--- src/rtl/tt_sel_seq_if.sv ---
`default_nettype none
//----------------------------------------------------------------------------
// tt_sel_seq_if : request/status bundle between a requester and tt_sel_seq
// Rev 1.0
//----------------------------------------------------------------------------
interface tt_sel_seq_if #(
   parameter int ADDR_W = 10
);
   logic              req_valid;
   logic [ADDR_W-1:0] req_addr;
   logic              req_en;
   logic              req_ready;
   logic              done;
   logic [ADDR_W-1:0] cur_addr;
   logic              cur_valid;

   modport master (
      output req_valid, req_addr, req_en,
      input  req_ready, done, cur_addr, cur_valid
   );

   modport slave (
      input  req_valid, req_addr, req_en,
      output req_ready, done, cur_addr, cur_valid
   );
endinterface
`default_nettype wire

--- src/rtl/tt_sel_seq.sv ---
`default_nettype none
//----------------------------------------------------------------------------
// tt_sel_seq : drives TinyTapeout select pins (rst_n / inc / ena) from a request
// Rev 1.0
//----------------------------------------------------------------------------
module tt_sel_seq #(
   parameter int ADDR_W    = 10,
   parameter int PULSE_CYC = 4
) (
   input  logic         clk,
   input  logic         rst,
   tt_sel_seq_if.slave  req,
   output logic         ctrl_sel_rst_n,
   output logic         ctrl_sel_inc,
   output logic         ctrl_ena
);

   localparam logic [7:0] PH_LOAD = 8'(PULSE_CYC - 1);

   typedef enum logic [2:0] {
      S_IDLE   = 3'd0,
      S_DIS    = 3'd1,
      S_RST    = 3'd2,
      S_GAP    = 3'd3,
      S_INC_HI = 3'd4,
      S_INC_LO = 3'd5,
      S_FIN    = 3'd6
   } state_t;

   state_t            state, state_nx;
   logic [7:0]        phase, phase_nx;
   logic [ADDR_W-1:0] cnt, cnt_nx;
   logic [ADDR_W-1:0] tgt, tgt_nx;
   logic [ADDR_W-1:0] cur_addr, cur_addr_nx;
   logic              en_l, en_nx;
   logic              full, full_nx;
   logic              ready, ready_nx;
   logic              done, done_nx;
   logic              cur_valid, cur_valid_nx;
   logic              sel_rst_n, sel_rst_n_nx;
   logic              sel_inc, sel_inc_nx;
   logic              ena, ena_nx;
   logic              phase_end;
   logic              go_inc;
   logic              go_fin;

   assign req.req_ready = ready;
   assign req.done      = done;
   assign req.cur_addr  = cur_addr;
   assign req.cur_valid = cur_valid;
   assign ctrl_sel_rst_n = sel_rst_n;
   assign ctrl_sel_inc   = sel_inc;
   assign ctrl_ena       = ena;

   always_ff @(posedge clk) begin
      if (rst) begin
         state     <= S_IDLE;
         phase     <= 8'd0;
         cnt       <= '0;
         tgt       <= '0;
         cur_addr  <= '0;
         en_l      <= 1'b0;
         full      <= 1'b0;
         ready     <= 1'b1;
         done      <= 1'b0;
         cur_valid <= 1'b0;
         sel_rst_n <= 1'b1;
         sel_inc   <= 1'b0;
         ena       <= 1'b0;
      end else begin
         state     <= state_nx;
         phase     <= phase_nx;
         cnt       <= cnt_nx;
         tgt       <= tgt_nx;
         cur_addr  <= cur_addr_nx;
         en_l      <= en_nx;
         full      <= full_nx;
         ready     <= ready_nx;
         done      <= done_nx;
         cur_valid <= cur_valid_nx;
         sel_rst_n <= sel_rst_n_nx;
         sel_inc   <= sel_inc_nx;
         ena       <= ena_nx;
      end
   end

   always_comb begin
      state_nx     = state;
      phase_nx     = phase;
      cnt_nx       = cnt;
      tgt_nx       = tgt;
      cur_addr_nx  = cur_addr;
      en_nx        = en_l;
      full_nx      = full;
      ready_nx     = ready;
      done_nx      = 1'b0;
      cur_valid_nx = cur_valid;
      sel_rst_n_nx = sel_rst_n;
      sel_inc_nx   = sel_inc;
      ena_nx       = ena;
      phase_end    = (phase == 8'd0);
      go_inc       = 1'b0;
      go_fin       = 1'b0;

      case (state)
         S_IDLE: begin
            if (req.req_valid) begin
               tgt_nx   = req.req_addr;
               en_nx    = req.req_en;
               ready_nx = 1'b0;
               if (cur_valid && (req.req_addr == cur_addr)) begin
                  // Already selected: only the enable needs updating.
                  state_nx = S_FIN;
                  done_nx  = 1'b1;
                  ena_nx   = req.req_en;
               end else begin
                  state_nx     = S_DIS;
                  phase_nx     = PH_LOAD;
                  ena_nx       = 1'b0;
                  cur_valid_nx = 1'b0;
                  if (cur_valid && (req.req_addr > cur_addr)) begin
                     full_nx = 1'b0;
                     cnt_nx  = req.req_addr - cur_addr;
                  end else begin
                     full_nx = 1'b1;
                     cnt_nx  = req.req_addr;
                  end
               end
            end
         end
         S_DIS: begin
            if (!phase_end) begin
               phase_nx = phase - 8'd1;
            end else if (full) begin
               state_nx     = S_RST;
               sel_rst_n_nx = 1'b0;
               phase_nx     = PH_LOAD;
            end else begin
               go_inc = 1'b1;
            end
         end
         S_RST: begin
            if (!phase_end) begin
               phase_nx = phase - 8'd1;
            end else begin
               state_nx     = S_GAP;
               sel_rst_n_nx = 1'b1;
               phase_nx     = PH_LOAD;
            end
         end
         S_GAP: begin
            if (!phase_end) phase_nx = phase - 8'd1;
            else            go_inc   = 1'b1;
         end
         S_INC_HI: begin
            if (!phase_end) begin
               phase_nx = phase - 8'd1;
            end else begin
               state_nx   = S_INC_LO;
               sel_inc_nx = 1'b0;
               phase_nx   = PH_LOAD;
            end
         end
         S_INC_LO: begin
            if (!phase_end) begin
               phase_nx = phase - 8'd1;
            end else begin
               cnt_nx = cnt - ADDR_W'(1);
               go_inc = 1'b1;
            end
         end
         S_FIN: begin
            state_nx = S_IDLE;
            ready_nx = 1'b1;
         end
         default: begin
            state_nx = S_IDLE;
            ready_nx = 1'b1;
         end
      endcase

      // Shared entry into the increment loop; an exhausted count finishes instead.
      if (go_inc) begin
         if (cnt_nx == '0) begin
            go_fin = 1'b1;
         end else begin
            state_nx   = S_INC_HI;
            sel_inc_nx = 1'b1;
            phase_nx   = PH_LOAD;
         end
      end

      if (go_fin) begin
         state_nx     = S_FIN;
         done_nx      = 1'b1;
         ena_nx       = en_l;
         cur_addr_nx  = tgt;
         cur_valid_nx = 1'b1;
      end
   end

endmodule
`default_nettype wire

--- src/flat_wrapper.sv ---
// flat-port wrapper written by rule: the top's interface ports become plain ports
module tt_sel_seq_flat 
#(
   parameter int ADDR_W    = 10,
   parameter int PULSE_CYC = 4
)
  (clk, rst, ctrl_sel_rst_n, ctrl_sel_inc, ctrl_ena, req_req_valid, req_req_addr, req_req_en, req_req_ready, req_done, req_cur_addr, req_cur_valid);
  tt_sel_seq_if #(.ADDR_W(ADDR_W)) req_i ();
  input  logic clk;
  input  logic rst;
  output logic ctrl_sel_rst_n;
  output logic ctrl_sel_inc;
  output logic ctrl_ena;
  input wire logic [$bits(req_i.req_valid)-1:0] req_req_valid;
  input wire logic [$bits(req_i.req_addr)-1:0] req_req_addr;
  input wire logic [$bits(req_i.req_en)-1:0] req_req_en;
  output wire logic [$bits(req_i.req_ready)-1:0] req_req_ready;
  output wire logic [$bits(req_i.done)-1:0] req_done;
  output wire logic [$bits(req_i.cur_addr)-1:0] req_cur_addr;
  output wire logic [$bits(req_i.cur_valid)-1:0] req_cur_valid;
  assign req_i.req_valid = req_req_valid;
  assign req_i.req_addr = req_req_addr;
  assign req_i.req_en = req_req_en;
  assign req_req_ready = req_i.req_ready;
  assign req_done = req_i.done;
  assign req_cur_addr = req_i.cur_addr;
  assign req_cur_valid = req_i.cur_valid;
  tt_sel_seq #(.ADDR_W(ADDR_W), .PULSE_CYC(PULSE_CYC)) u_core (.clk(clk), .rst(rst), .req(req_i), .ctrl_sel_rst_n(ctrl_sel_rst_n), .ctrl_sel_inc(ctrl_sel_inc), .ctrl_ena(ctrl_ena));
endmodule
--- config.mk ---
export PLATFORM = sky130hd
export DESIGN_NAME = tt_sel_seq_flat
export DESIGN_NICKNAME = d
export VERILOG_FILES = /design/src/rtl/tt_sel_seq_if.sv /design/src/rtl/tt_sel_seq.sv /design/src/flat_wrapper.sv
export SDC_FILE = /design/constraint.sdc
export NUM_CORES = 1
export LEC_CHECK = 0
export ABC_AREA = 0
export BUFFER_PORTS_ARGS = -buffer_cell sky130_fd_sc_hd__buf_2
export CAP_MARGIN = 25
export CORE_ASPECT_RATIO = 0.75
export CORE_MARGIN = 5
export CORE_UTILIZATION = 51
export CTS_BUF_LIST = sky130_fd_sc_hd__clkbuf_16
export DETAILED_ROUTE_END_ITERATION = 7
export HOLD_SLACK_MARGIN = 0.02
export PLACE_DENSITY = 0.75
export SLEW_MARGIN = 20
export SYNTH_ARGS = -nofsm -noshare
export SYNTH_HDL_FRONTEND = slang
export SYNTH_SLANG_ARGS = --single-unit
export TNS_END_PERCENT = 20
--- constraint.sdc ---
create_clock -name clk -period 4.7 [get_ports clk]
set_input_delay 0.705 -clock clk [delete_from_list [all_inputs] [get_ports clk]]
set_output_delay 0.705 -clock clk [all_outputs]
set_load 0.02 [all_outputs]
# Yosys cells after proc, flatten, opt, wreduce, memory -nomap -nowiden
# Index checks and enable logic that the tools add are counted.
[totals] regBits=49 output_inout_bits=16 wordCells=102
[classes] addsub=3 n_lt_le_gt_ge=1 n_eq_ne=11 n_mux=53 bitwise=2 n_reduce_logical=18
[ops] cell="8-bit 2-to-1 mux" n=8
[ops] cell="10-bit 2-to-1 mux" n=4
[ops] cell="8-bit case mux with 4 select lines" n=1
[ops] cell="3-bit 2-to-1 mux" n=9
[ops] cell="1-bit 2-to-1 mux" n=26
[ops] cell="10-bit case mux with 2 select lines" n=1
[ops] cell="3-bit case mux with 5 select lines" n=1
[ops] cell="10-bit == test" n=1
[ops] cell="10-bit > comparator" n=1
[ops] cell="10-bit logical NOT" n=1
[ops] cell="10-bit by 1-bit subtractor with 10-bit output (second input constant)" n=1
[ops] cell="10-bit subtractor" n=1
[ops] cell="8-bit logical NOT" n=1
[ops] cell="2-bit by 1-bit != test with 1-bit output (second input constant)" n=4
[ops] cell="8-bit by 1-bit subtractor with 8-bit output (second input constant)" n=1
[ops] cell="3-bit by 2-bit == test with 1-bit output (second input constant)" n=2
[ops] cell="3-bit == test (second input constant)" n=2
[ops] cell="1-bit case mux with 2 select lines" n=3
[ops] cell="2-bit AND reduction" n=3
[ops] cell="3-bit AND reduction" n=2
[ops] cell="2-bit nonzero test" n=3
[ops] cell="2-bit OR reduction" n=3
[ops] cell="5-bit OR reduction" n=1
[ops] cell="4-bit AND reduction" n=1
[ops] cell="5 further kinds" n=7

# Depth between registers and ports, before layout
# Gate-level depths: netlist of run 1.
[depth] depth_word=11 ltp_mapped=14 ltp_nobuf=12

# Least setup slack after synthesis of run 1
# Ideal clock, no wire load.
[synth_path] path_kind="input port to flip-flop" start="in req_req_addr[0]" end="reg u_core.cur_addr[0], in the netlist u_core.req.cur_addr[0]" setup_ns=0.132 arrival_time_ns=3.178 t_required_ns=4.568 path_slack_ns=1.390 stages=13 cell_sequence="inv_1 ha_1 fa_1 nor2b_4 o31ai_1 a21o_1 a21oi_2 mux2_2 a21oi_2 nand2_1 buf_2 o31ai_2 a21oi_1"
[synth_between] elab_chain_cells=9 elab_cells_between_ends=12
[synth_lines] item="from (decl)" line="flat_wrapper.sv:15" rtl="input wire logic [$bits(req_i.req_addr)-1:0] req_req_addr;"
[synth_lines] item="10-bit > comparator" line="tt_sel_seq.sv:121" rtl="if (cur_valid && (req.req_addr > cur_addr)) begin"
[synth_lines] item="1-bit logical AND" line="tt_sel_seq.sv:121"
[synth_lines] item="10-bit 2-to-1 mux" line="tt_sel_seq.sv:121"
[synth_lines] item="10-bit 2-to-1 mux *" line="tt_sel_seq.sv:111" rtl="if (cur_valid && (req.req_addr == cur_addr)) begin"
[synth_lines] item="10-bit 2-to-1 mux *" line="tt_sel_seq.sv:107" rtl="if (req.req_valid) begin"
[synth_lines] item="10-bit case mux with 2 select lines *" line="tt_sel_seq.sv:105" rtl="case (state)"
[synth_lines] item="10-bit logical NOT *" line="tt_sel_seq.sv:184" rtl="if (cnt_nx == '0) begin"
[synth_lines] item="1-bit 2-to-1 mux *" line="tt_sel_seq.sv:184"
[synth_lines] item="1-bit 2-to-1 mux *" line="tt_sel_seq.sv:183" rtl="if (go_inc) begin"
[synth_lines] item="to (signal assigned)" line="tt_sel_seq.sv:75" rtl="cur_addr <= cur_addr_nx;"
[synth_lines] item="to (decl)" line="tt_sel_seq.sv:34" rtl="logic [ADDR_W-1:0] cur_addr, cur_addr_nx;"
# Every way passes the cells marked *; elsewhere a longest branch is shown, timed or not.
# A chain may end at the register's enable or synchronous reset.

# Worst setup path after layout of run 1
[layout_path] start="in req_req_addr[0]" end="reg u_core.ena, in the netlist u_core.ctrl_ena"
[layout_between] elab_chain_cells=11 elab_cells_between_ends=19
[layout_lines] item="10-bit > comparator" line="tt_sel_seq.sv:121"
[layout_lines] item="1-bit logical AND" line="tt_sel_seq.sv:121"
[layout_lines] item="10-bit 2-to-1 mux" line="tt_sel_seq.sv:121"
[layout_lines] item="10-bit 2-to-1 mux" line="tt_sel_seq.sv:111"
[layout_lines] item="10-bit 2-to-1 mux" line="tt_sel_seq.sv:107"
[layout_lines] item="10-bit case mux with 2 select lines" line="tt_sel_seq.sv:105"
[layout_lines] item="10-bit logical NOT" line="tt_sel_seq.sv:184"
[layout_lines] item="1-bit 2-to-1 mux" line="tt_sel_seq.sv:184"
[layout_lines] item="1-bit 2-to-1 mux" line="tt_sel_seq.sv:183"
[layout_lines] item="2-bit nonzero test (no line)"
[layout_lines] item="2-bit AND reduction (no line)"
[layout_lines] item="to (signal assigned)" line="tt_sel_seq.sv:83" rtl="ena <= ena_nx;"
[layout_lines] item="to (decl)" line="tt_sel_seq.sv:42" rtl="logic ena, ena_nx;"
# Parallel ways exist; a longest one is shown, timed or not. The select of a mux whose other input is x is not followed.

==> key figures, run 1 <==
Synth
  – Most numerous cell in the Yosys netlist: nand2_1
  – Post-synthesis cell count: 419
  – Avg Cell Area, Syn: 8.01 sq um
  – Syn Nets: 447
  – Seq/Total Area, Yosys: 29.2%
  – Top cells by count, synth: nand2_1, a21oi_1, dfxtp_1
  – Synth area leaders: dfxtp_1, a21oi_1, nand2_1
  – Async SR Flop Fraction: 0%
  – Area share of the largest cell type after synthesis: 29.2%
  – Yosys warns: 0
  – Area leader, netlist: dfxtp_1
  – #FFs+latches synth: 49
  – EDFF count, synth: 0
  – Cell Area, Synth: 3350 sq um
  – Post-synthesis cell type count: 70
  – Synth Flop Type: dfxtp_1

Layout
  – Post-route cell area: 3650 sq um
  – Ratio of cells with drive above 1 in the final layout: 18.6%
  – Layout area overhead: 8.80%
  – Layout net count: 463
  – Register area: 981 sq um
  – FILL cells: 565
  – Final Non-Filler Cells: 517
  – Area of the multi-input gates: 2140 sq um
  – Final core occ: 57.5%
  – Ant. Diodes: 0

Timing
  – Fmax achieved: 269 MHz
  – Worst hold margin: 0.460 ns
  – Final critical-path required period: 3.72 ns
  – Hold Fails Final Rpt: 0
  – Setup TNS Final: 0 ns
  – Relative slew slack: 46.5%
  – Final period util: 79.2%
  – Slew Limit Fails: 0
  – Worst slew pin tran: 0.803 ns
  – RSZ-0062 raised after global routing: no
  – Setup ws final: 0.979 ns
  – Clk_skew: 0.00791 ns
  – Setup violations, final: 0

Detailed routing
  – 1st-iter DRT viols: 304
  – WL/cell: 16.4 um
  – Router iterations before antenna repair: 5
  – Via density: 6.03
  – Final wirelength: 8.50 mm
  – Post-DRT Antenna Nets: 0
  – Via Count: 3115
  – Drc violations: 0

GRT
  – Gr ovfl total: 0
  – First-pass GRT wire length: 14.5 mm
  – GRT Resource Usage Total: 21.3%
  – Vias in the first global route: 2869
  – Initial antenna violation count: 0
  – Largest net degree at the start of global routing: 45

Placed design
  – HPWL Detailed: 6.14 mm
  – DP Worst Slack: 0.783 ns
  – Post-DP Area: 3470 sq um
  – # port buffers: 29
  – Post-Place Cells: 509
  – GPL Wtd Cong: 0.959

Clock network
  – Reg clk slew, reported paths: 0.08 ns
  – Worst skew pair latency: 0.29 ns
  – Clk buf depth: 2
  – CTS Sinks: 49
  – TritonCTS clock tree: done
  – H-tree depth: 2
  – Post-CTS Setup Bufs: 0
  – Cts hold-fix bufs: 0
  – # resized after CTS: 0
  – Root buffer cell: clkbuf_16
  – Cts bufs inserted: 5

Power and ir drop
  – Static leakage: 1.36 nW
  – Worst ir drop on vdd: 0.000296 V
  – Final Power: 2.19 mW
  – Cell-internal power: 1.16 mW
  – Sw frac: 46.9%
  – Logic pwr share: 50.4%
  – Flop pwr share: 29.9%
  – Pwr Density: 599 nW/um^2
  – Clock power share: 19.7%
  – Switch Pwr: 1.02 mW

Outcome
  – Outcome: finished, final reports clean

Floorplan
  – Die Wd: 104 um
  – Starting Density: 52.8%
  – Die Height: 80.2 um
  – Rows: 25
  – Die area: 8320 sq um
  – Core ar.: 6350 sq um
  – I/O Pins: 30

Critical path
  – Worst endpoint required time: 4.85 ns
  – CP Capture Type: flip-flop
  – CP arrival: 3.87 ns
  – Crit path max fanout: 11
  – CP Launch Type: input pin
  – Crit path kind: input pin to flip-flop

Worst hold path
  – HP Class: flip-flop to flip-flop

Job
  – Maxcap violations: 0
routing by layer:
| metal | global-route usage, % | part of all wire [%] |
|---|---|---|
| met5 | 0 | 0 |
| met4 | 5.37 | 0.85 |
| met3 | 3.21 | 6.6 |
| met2 | 31.2 | 40 |
| met1 | 32.1 | 53 |
sequential cells by signal (all words and copies together), names as in the netlist, 3 cells and up:
signal,cells
u_core.cnt,10
u_core.req.cur_addr,10
u_core.tgt,10
u_core.phase,8
u_core.state,3
cell families (layout without fill, tap and decap cells):
kind of cell	Yosys count	after routing	synth area share, %
flops	49	49	29.2
fa+ha+maj	14	14	5.45
mux	9	9	2.80
xor+xnor	7	7	1.83
buf+inv	44	61	6.90
simple gates	166	166	28.0
compound gates	130	130	25.8
power by group through the flow:
stage               Clock (mW)  Sequential, mW  Combinational [mW]
floorplan                    0           0.617               0.932
global placement             0           0.657                1.06
detailed placement           0           0.658                1.08
CTS                      0.438           0.650                1.09
global route             0.457           0.675                1.22
finish                   0.431           0.655                1.10
worst paths after layout:
kind                                             start              end  slack, ns  cells after the start
worst min register to register           u_core.tgt[5]    u_core.tgt[5]       0.46                      2
worst min-delay path                     u_core.tgt[5]    u_core.tgt[5]       0.46                      2
worst max-delay path                   req_req_addr[0]  u_core.ctrl_ena       0.98                     13
worst max register to register  u_core.req.cur_addr[0]  u_core.ctrl_ena       1.14                     11
cell type report:
type / count / area share, %
flip-flops and latches: 49 / 26.9
clock inverters: 3 / 1.37
inverters: 20 / 2.06
repair buffers: 33 / 4.80
clock buffers: 5 / 3.43
multi-input cells: 326 / 58.7
well taps: 81 / 2.78
cell usage in the layout, fill, tap and decap left out, types with 3 or more instances in the layout:
master / netlist / routed
a211oi_1: 5 / 5
a21o_1: 4 / 4
a21oi_1: 50 / 50
a31oi_1: 6 / 6
and2_1: 7 / 7
buf_2: 3 / 29
buf_4: 1 / 4
clkbuf_16: 0 / 5
dfxtp_1: 49 / 49
ha_1: 13 / 13
inv_1: 20 / 20
mux2_2: 3 / 3
mux2i_1: 6 / 6
nand2_1: 55 / 55
nand2b_1: 6 / 6
nand3_1: 8 / 8
nand4_1: 15 / 15
nor2_1: 31 / 31
nor2b_1: 5 / 5
nor3_1: 6 / 6
nor4_1: 5 / 5
o21ai_0: 23 / 23
o22ai_1: 4 / 4
o31ai_1: 3 / 3
o31ai_2: 11 / 11
or2_2: 3 / 3
xnor2_1: 5 / 5
worst max-delay path, stage by stage:
cell and delay (ns):
buf_2 0.11, inv_1 0.05, ha_1 0.20, fa_1 0.43, nor2b_4 0.17, o31ai_1 0.13, a21o_1 0.25, a21oi_2 0.38
mux2_2 0.39, a21oi_2 0.18, nand2_1 0.36, nor4_1 0.40, a311oi_1 0.09
(Power assumes the default switching activity.)
==> inputs of run 2 (changes only) <==
clock period = 3.8 ns   (was 4.7 ns; I/O delays follow)
==> run 2 against run 1 <==
  * Critical path depth unchanged
  * Highest routed layer unchanged
  * Cell count increased by 1.2%
  * Clock power increased by 4%
  * Clock skew decreased by 0.0024 ns
==> key figures, run 2 (synthesis gave the netlist of run 1 again) <==
Floorplan
  – Die Height: 80.2 um
  – I/O Pins: 30
  – Core ar.: 6350 sq um
  – Die Wd: 104 um
  – Starting Density: 52.8%
  – Die area: 8320 sq um
  – Rows: 25

GRT
  – Largest net degree at the start of global routing: 45
  – Vias in the first global route: 2972
  – GRT Resource Usage Total: 21.9%
  – Gr ovfl total: 0
  – Initial antenna violation count: 0
  – First-pass GRT wire length: 15.0 mm

Detailed routing
  – Router iterations before antenna repair: 5
  – Final wirelength: 8.91 mm
  – Post-DRT Antenna Nets: 0
  – Drc violations: 0
  – WL/cell: 17.0 um
  – 1st-iter DRT viols: 285
  – Via density: 6.10
  – Via Count: 3191

Layout
  – Top Registers: u_core.cnt (10), u_core.req.cur_addr (10), u_core.tgt (10)
  – Ratio of cells with drive above 1 in the final layout: 19.5%
  – Commonest non-fill, non-tap cells in the layout: nand2_1, a21oi_1, dfxtp_1
  – Final Non-Filler Cells: 523
  – Layout area overhead: 9.29%
  – Layout net count: 469
  – Ant. Diodes: 0
  – Post-route cell area: 3670 sq um
  – Commonest non-fill, non-tap cell in the layout: nand2_1
  – Final core occ: 57.7%

Timing
  – Setup violations, final: 0
  – Fmax achieved: 285 MHz
  – Setup TNS Final: 0 ns
  – Worst hold margin: 0.461 ns
  – Slew Limit Fails: 0
  – Worst slew pin tran: 0.821 ns
  – Final critical-path required period: 3.51 ns
  – Clk_skew: 0.00554 ns
  – Setup ws final: 0.292 ns
  – RSZ-0062 raised after global routing: no
  – Final period util: 92.3%
  – Hold Fails Final Rpt: 0
  – Relative slew slack: 45.3%

Clock network
  – Clk buf depth: 2
  – Root buffer cell: clkbuf_16
  – H-tree depth: 2
  – Post-CTS Setup Bufs: 0
  – TritonCTS clock tree: done
  – Reg clk slew, reported paths: 0.07 ns
  – Worst skew pair latency: 0.29 ns
  – # resized after CTS: 0
  – Cts hold-fix bufs: 0
  – CTS Sinks: 49
  – Cts bufs inserted: 5

Placed design
  – HPWL Detailed: 6.42 mm
  – # port buffers: 29
  – Post-Place Cells: 515
  – GPL Wtd Cong: 0.911
  – Post-DP Area: 3520 sq um
  – DP Worst Slack: 0.0992 ns

Power and ir drop
  – Logic pwr share: 53.6%
  – Switch Pwr: 1.29 mW
  – Final Power: 2.68 mW
  – Pwr Density: 732 nW/um^2
  – Static leakage: 1.38 nW
  – Flop pwr share: 29.6%
  – Sw frac: 48.0%
  – Clock power share: 16.8%
  – Cell-internal power: 1.40 mW
  – Worst ir drop on vdd: 0.000351 V

Worst hold path
  – Hold Startpoint: u_core.tgt[0]
  – HP Class: flip-flop to flip-flop

Critical path
  – Crit path max fanout: 11
  – CP Launch Point: req_req_addr[0]
  – Worst endpoint required time: 3.94 ns
  – CP arrival: 3.64 ns
  – Crit path kind: input pin to flip-flop
  – Reg2reg start: u_core.req.cur_addr[0]
  – CP Launch Type: input pin
  – CP Capture Type: flip-flop

Outcome
  – Outcome: finished, final reports clean

Job
  – Maxcap violations: 0
[run 2: final timing paths]
check	cells after the start	slack [ns]	to
setup / recovery	13	0.29	u_core.ctrl_ena
hold / removal	2	0.46	u_core.tgt[0]
setup reg to reg	11	0.36	u_core.ctrl_ena
hold reg to reg	2	0.46	u_core.tgt[0]
[run 2: worst max-delay path, cell delays in order]
cell      delay (ns)
buf_2           0.11
inv_1           0.05
ha_1            0.21
fa_1            0.45
nor2b_4         0.18
o31ai_1         0.12
a21o_1          0.23
a21o_1          0.31
a31o_2          0.29
a31oi_1         0.23
nand2_1         0.41
nor4_1          0.38
a311oi_1        0.09
[run 2: final cells by class]
| class | count | area [sq um] |
|---|---|---|
| clock buffers | 5 | 125 |
| multi-input cells | 326 | 2140 |
| well taps | 81 | 101 |
| fillers | 575 | 2680 |
| clock inverters | 3 | 21.3 |
| flip-flops and latches | 49 | 981 |
| repair buffers | 39 | 220 |
| inverters | 20 | 75.1 |
[run 2: power by group through the flow]
stage	clock [mW]	combinational [mW]	sequential, mW
after floorplan	0	1.15	0.763
after global placement	0	1.36	0.794
after detailed placement	0	1.40	0.800
after CTS	0.457	1.41	0.791
after global routing	0.484	1.59	0.817
final	0.450	1.44	0.795
[run 2: layer usage]
metal,GRT usage (%),vias up,part of all wire [%]
met5,0,-,0
met4,6.42,0,1.3
met3,4.34,12,7.6
met2,32.3,141,42
met1,32.0,1473,49
li1,-,1565,-
==> inputs of run 3 (changes only) <==
CELL_PAD_IN_SITES_DETAIL_PLACEMENT = 0   (was default)
CELL_PAD_IN_SITES_GLOBAL_PLACEMENT = 1   (was default)
CORE_UTILIZATION = 45   (was 51)
PLACE_DENSITY = 0.85   (was 0.75)
==> run 3 against run 2 <==
  * Register-to-register slack is essentially flat
  * Clock skew shrank 0.0026 ns
  * Sequential power is essentially flat
  * Non-clock buffer count shrank 1
  * Total power grew 1.4%
  * Highest routed layer unchanged
  * Sequential cell count is the same
  * Combinational power is essentially flat
  * Worst setup slack gained 0.014 ns
  * Sequential share of layout area shrank 0.24 points
  * Design area grew 0.92%
==> key figures, run 3 (synthesis gave the netlist of run 1 again) <==
Clock network
  – Post-CTS Setup Bufs: 0
  – CTS Sinks: 49
  – TritonCTS clock tree: done
  – H-tree depth: 2
  – Worst skew pair latency: 0.28 ns
  – Reg clk slew, reported paths: 0.07 ns
  – Cts bufs inserted: 5
  – Clk buf depth: 2
  – Root buffer cell: clkbuf_16
  – # resized after CTS: 0
  – Cts hold-fix bufs: 0

Layout
  – Commonest non-fill, non-tap cells in the layout: nand2_1, a21oi_1, dfxtp_1
  – Ratio of cells with drive above 1 in the final layout: 19.0%
  – Layout net count: 468
  – Ant. Diodes: 0
  – Commonest non-fill, non-tap cell in the layout: nand2_1
  – Final core occ: 50.7%
  – Layout area overhead: 10.3%
  – Top Registers: u_core.cnt (10), u_core.req.cur_addr (10), u_core.tgt (10)

Outcome
  – Outcome: finished, final reports clean

Timing
  – Setup TNS Final: 0 ns
  – Setup violations, final: 0
  – Relative slew slack: 46.3%
  – RSZ-0062 raised after global routing: no
  – Slew Limit Fails: 0
  – Final period util: 91.9%
  – Clk_skew: 0.00292 ns
  – Worst slew pin tran: 0.805 ns
  – Fmax achieved: 286 MHz
  – Hold Fails Final Rpt: 0
  – Final critical-path required period: 3.49 ns

Floorplan
  – Core ar.: 7300 sq um
  – Starting Density: 46.0%
  – Die Wd: 110 um
  – Die area: 9300 sq um
  – Rows: 27
  – Die Height: 84.8 um
  – I/O Pins: 30

Critical path
  – CP arrival: 3.63 ns
  – Crit path kind: input pin to flip-flop
  – Worst endpoint required time: 3.93 ns
  – CP Capture Type: flip-flop
  – Crit path max fanout: 11
  – CP Launch Type: input pin

Detailed routing
  – Via Count: 3157
  – Drc violations: 0
  – Post-DRT Antenna Nets: 0
  – Via density: 5.82
  – Router iterations before antenna repair: 5
  – Final wirelength: 8.85 mm
  – WL/cell: 16.3 um
  – 1st-iter DRT viols: 227

Power and ir drop
  – Pwr Density: 735 nW/um^2
  – Static leakage: 1.38 nW
  – Worst ir drop on vdd: 0.000353 V

GRT
  – GRT Resource Usage Total: 19.8%
  – Initial antenna violation count: 0
  – First-pass GRT wire length: 14.8 mm
  – Largest net degree at the start of global routing: 45
  – Vias in the first global route: 2952
  – Gr ovfl total: 0

Worst hold path
  – HP Class: flip-flop to flip-flop

Placed design
  – # port buffers: 29
  – HPWL Detailed: 6.58 mm
  – GPL Wtd Cong: 0.936

Job
  – Maxcap violations: 0
-- run 3: critical path: stages --
cell      delay (ns)
buf_2           0.10
inv_1           0.06
ha_1            0.20
fa_1            0.44
nor2b_4         0.18
o31ai_1         0.14
a21o_1          0.24
a21oi_2         0.29
mux2_2          0.40
a21oi_2         0.17
nand2_1         0.37
nor4_1          0.39
a311oi_1        0.08
-- run 3: routing by layer --
| layer | global-route usage (%) | up-vias | wire [um] |
|---|---|---|---|
| met2 | 28.2 | 92 | 3680 |
| met5 | 0 | - | 0 |
| met1 | 31.0 | 1503 | 4660 |
| met4 | 3.74 | 0 | 44 |
| li1 | - | 1558 | - |
| met3 | 3.54 | 4 | 469 |
-- run 3: metrics by stage --
| step | setup WS, ns | cells | hold WS, ns | power, mW | instance area, sq um |
|---|---|---|---|---|---|
| final | 0.306 | 542 | 0.458 | 2.72 | 3700 |
| after global routing | 0.126 | 542 | 0.486 | 2.93 | 3700 |
| after floorplan | 0.625 | 419 | 0.437 | 1.92 | 3350 |
| after CTS | 0.336 | 541 | 0.459 | 2.71 | 3690 |
| after global placement | 0.198 | 533 | 0.447 | 2.17 | 3530 |
| after detailed placement | 0.0288 | 533 | 0.449 | 2.20 | 3530 |
-- run 3: cell type report --
class / instances / area, sq um
Timing Repair Buffer: 38 / 213
Inverter: 20 / 75.1
Fill cell: 736 / 3600
Clock inverter: 3 / 37.5
Multi-Input combinational cell: 326 / 2140
Tap cell: 101 / 126
Sequential cell: 49 / 981
Clock buffer: 5 / 125
-- run 3: power breakdown --
part           switching (mW)  total, mW  internal (mW)  leakage [nW]
Sequential              0.156      0.797          0.641         0.400
Combinational           0.924       1.43          0.502         0.900
Clock                   0.192      0.498          0.306        0.0826
Total                    1.27       2.72           1.45          1.38
-- run 3: worst paths after layout --
check / startpoint / to / slack (ns) / cells past startpoint
setup / recovery: req_req_addr[0] / u_core.ctrl_ena / 0.31 / 13
setup reg to reg: u_core.req.cur_addr[0] / u_core.ctrl_ena / 0.37 / 11
hold reg to reg: u_core.tgt[8] / u_core.tgt[8] / 0.46 / 2
hold / removal: u_core.tgt[8] / u_core.tgt[8] / 0.46 / 2
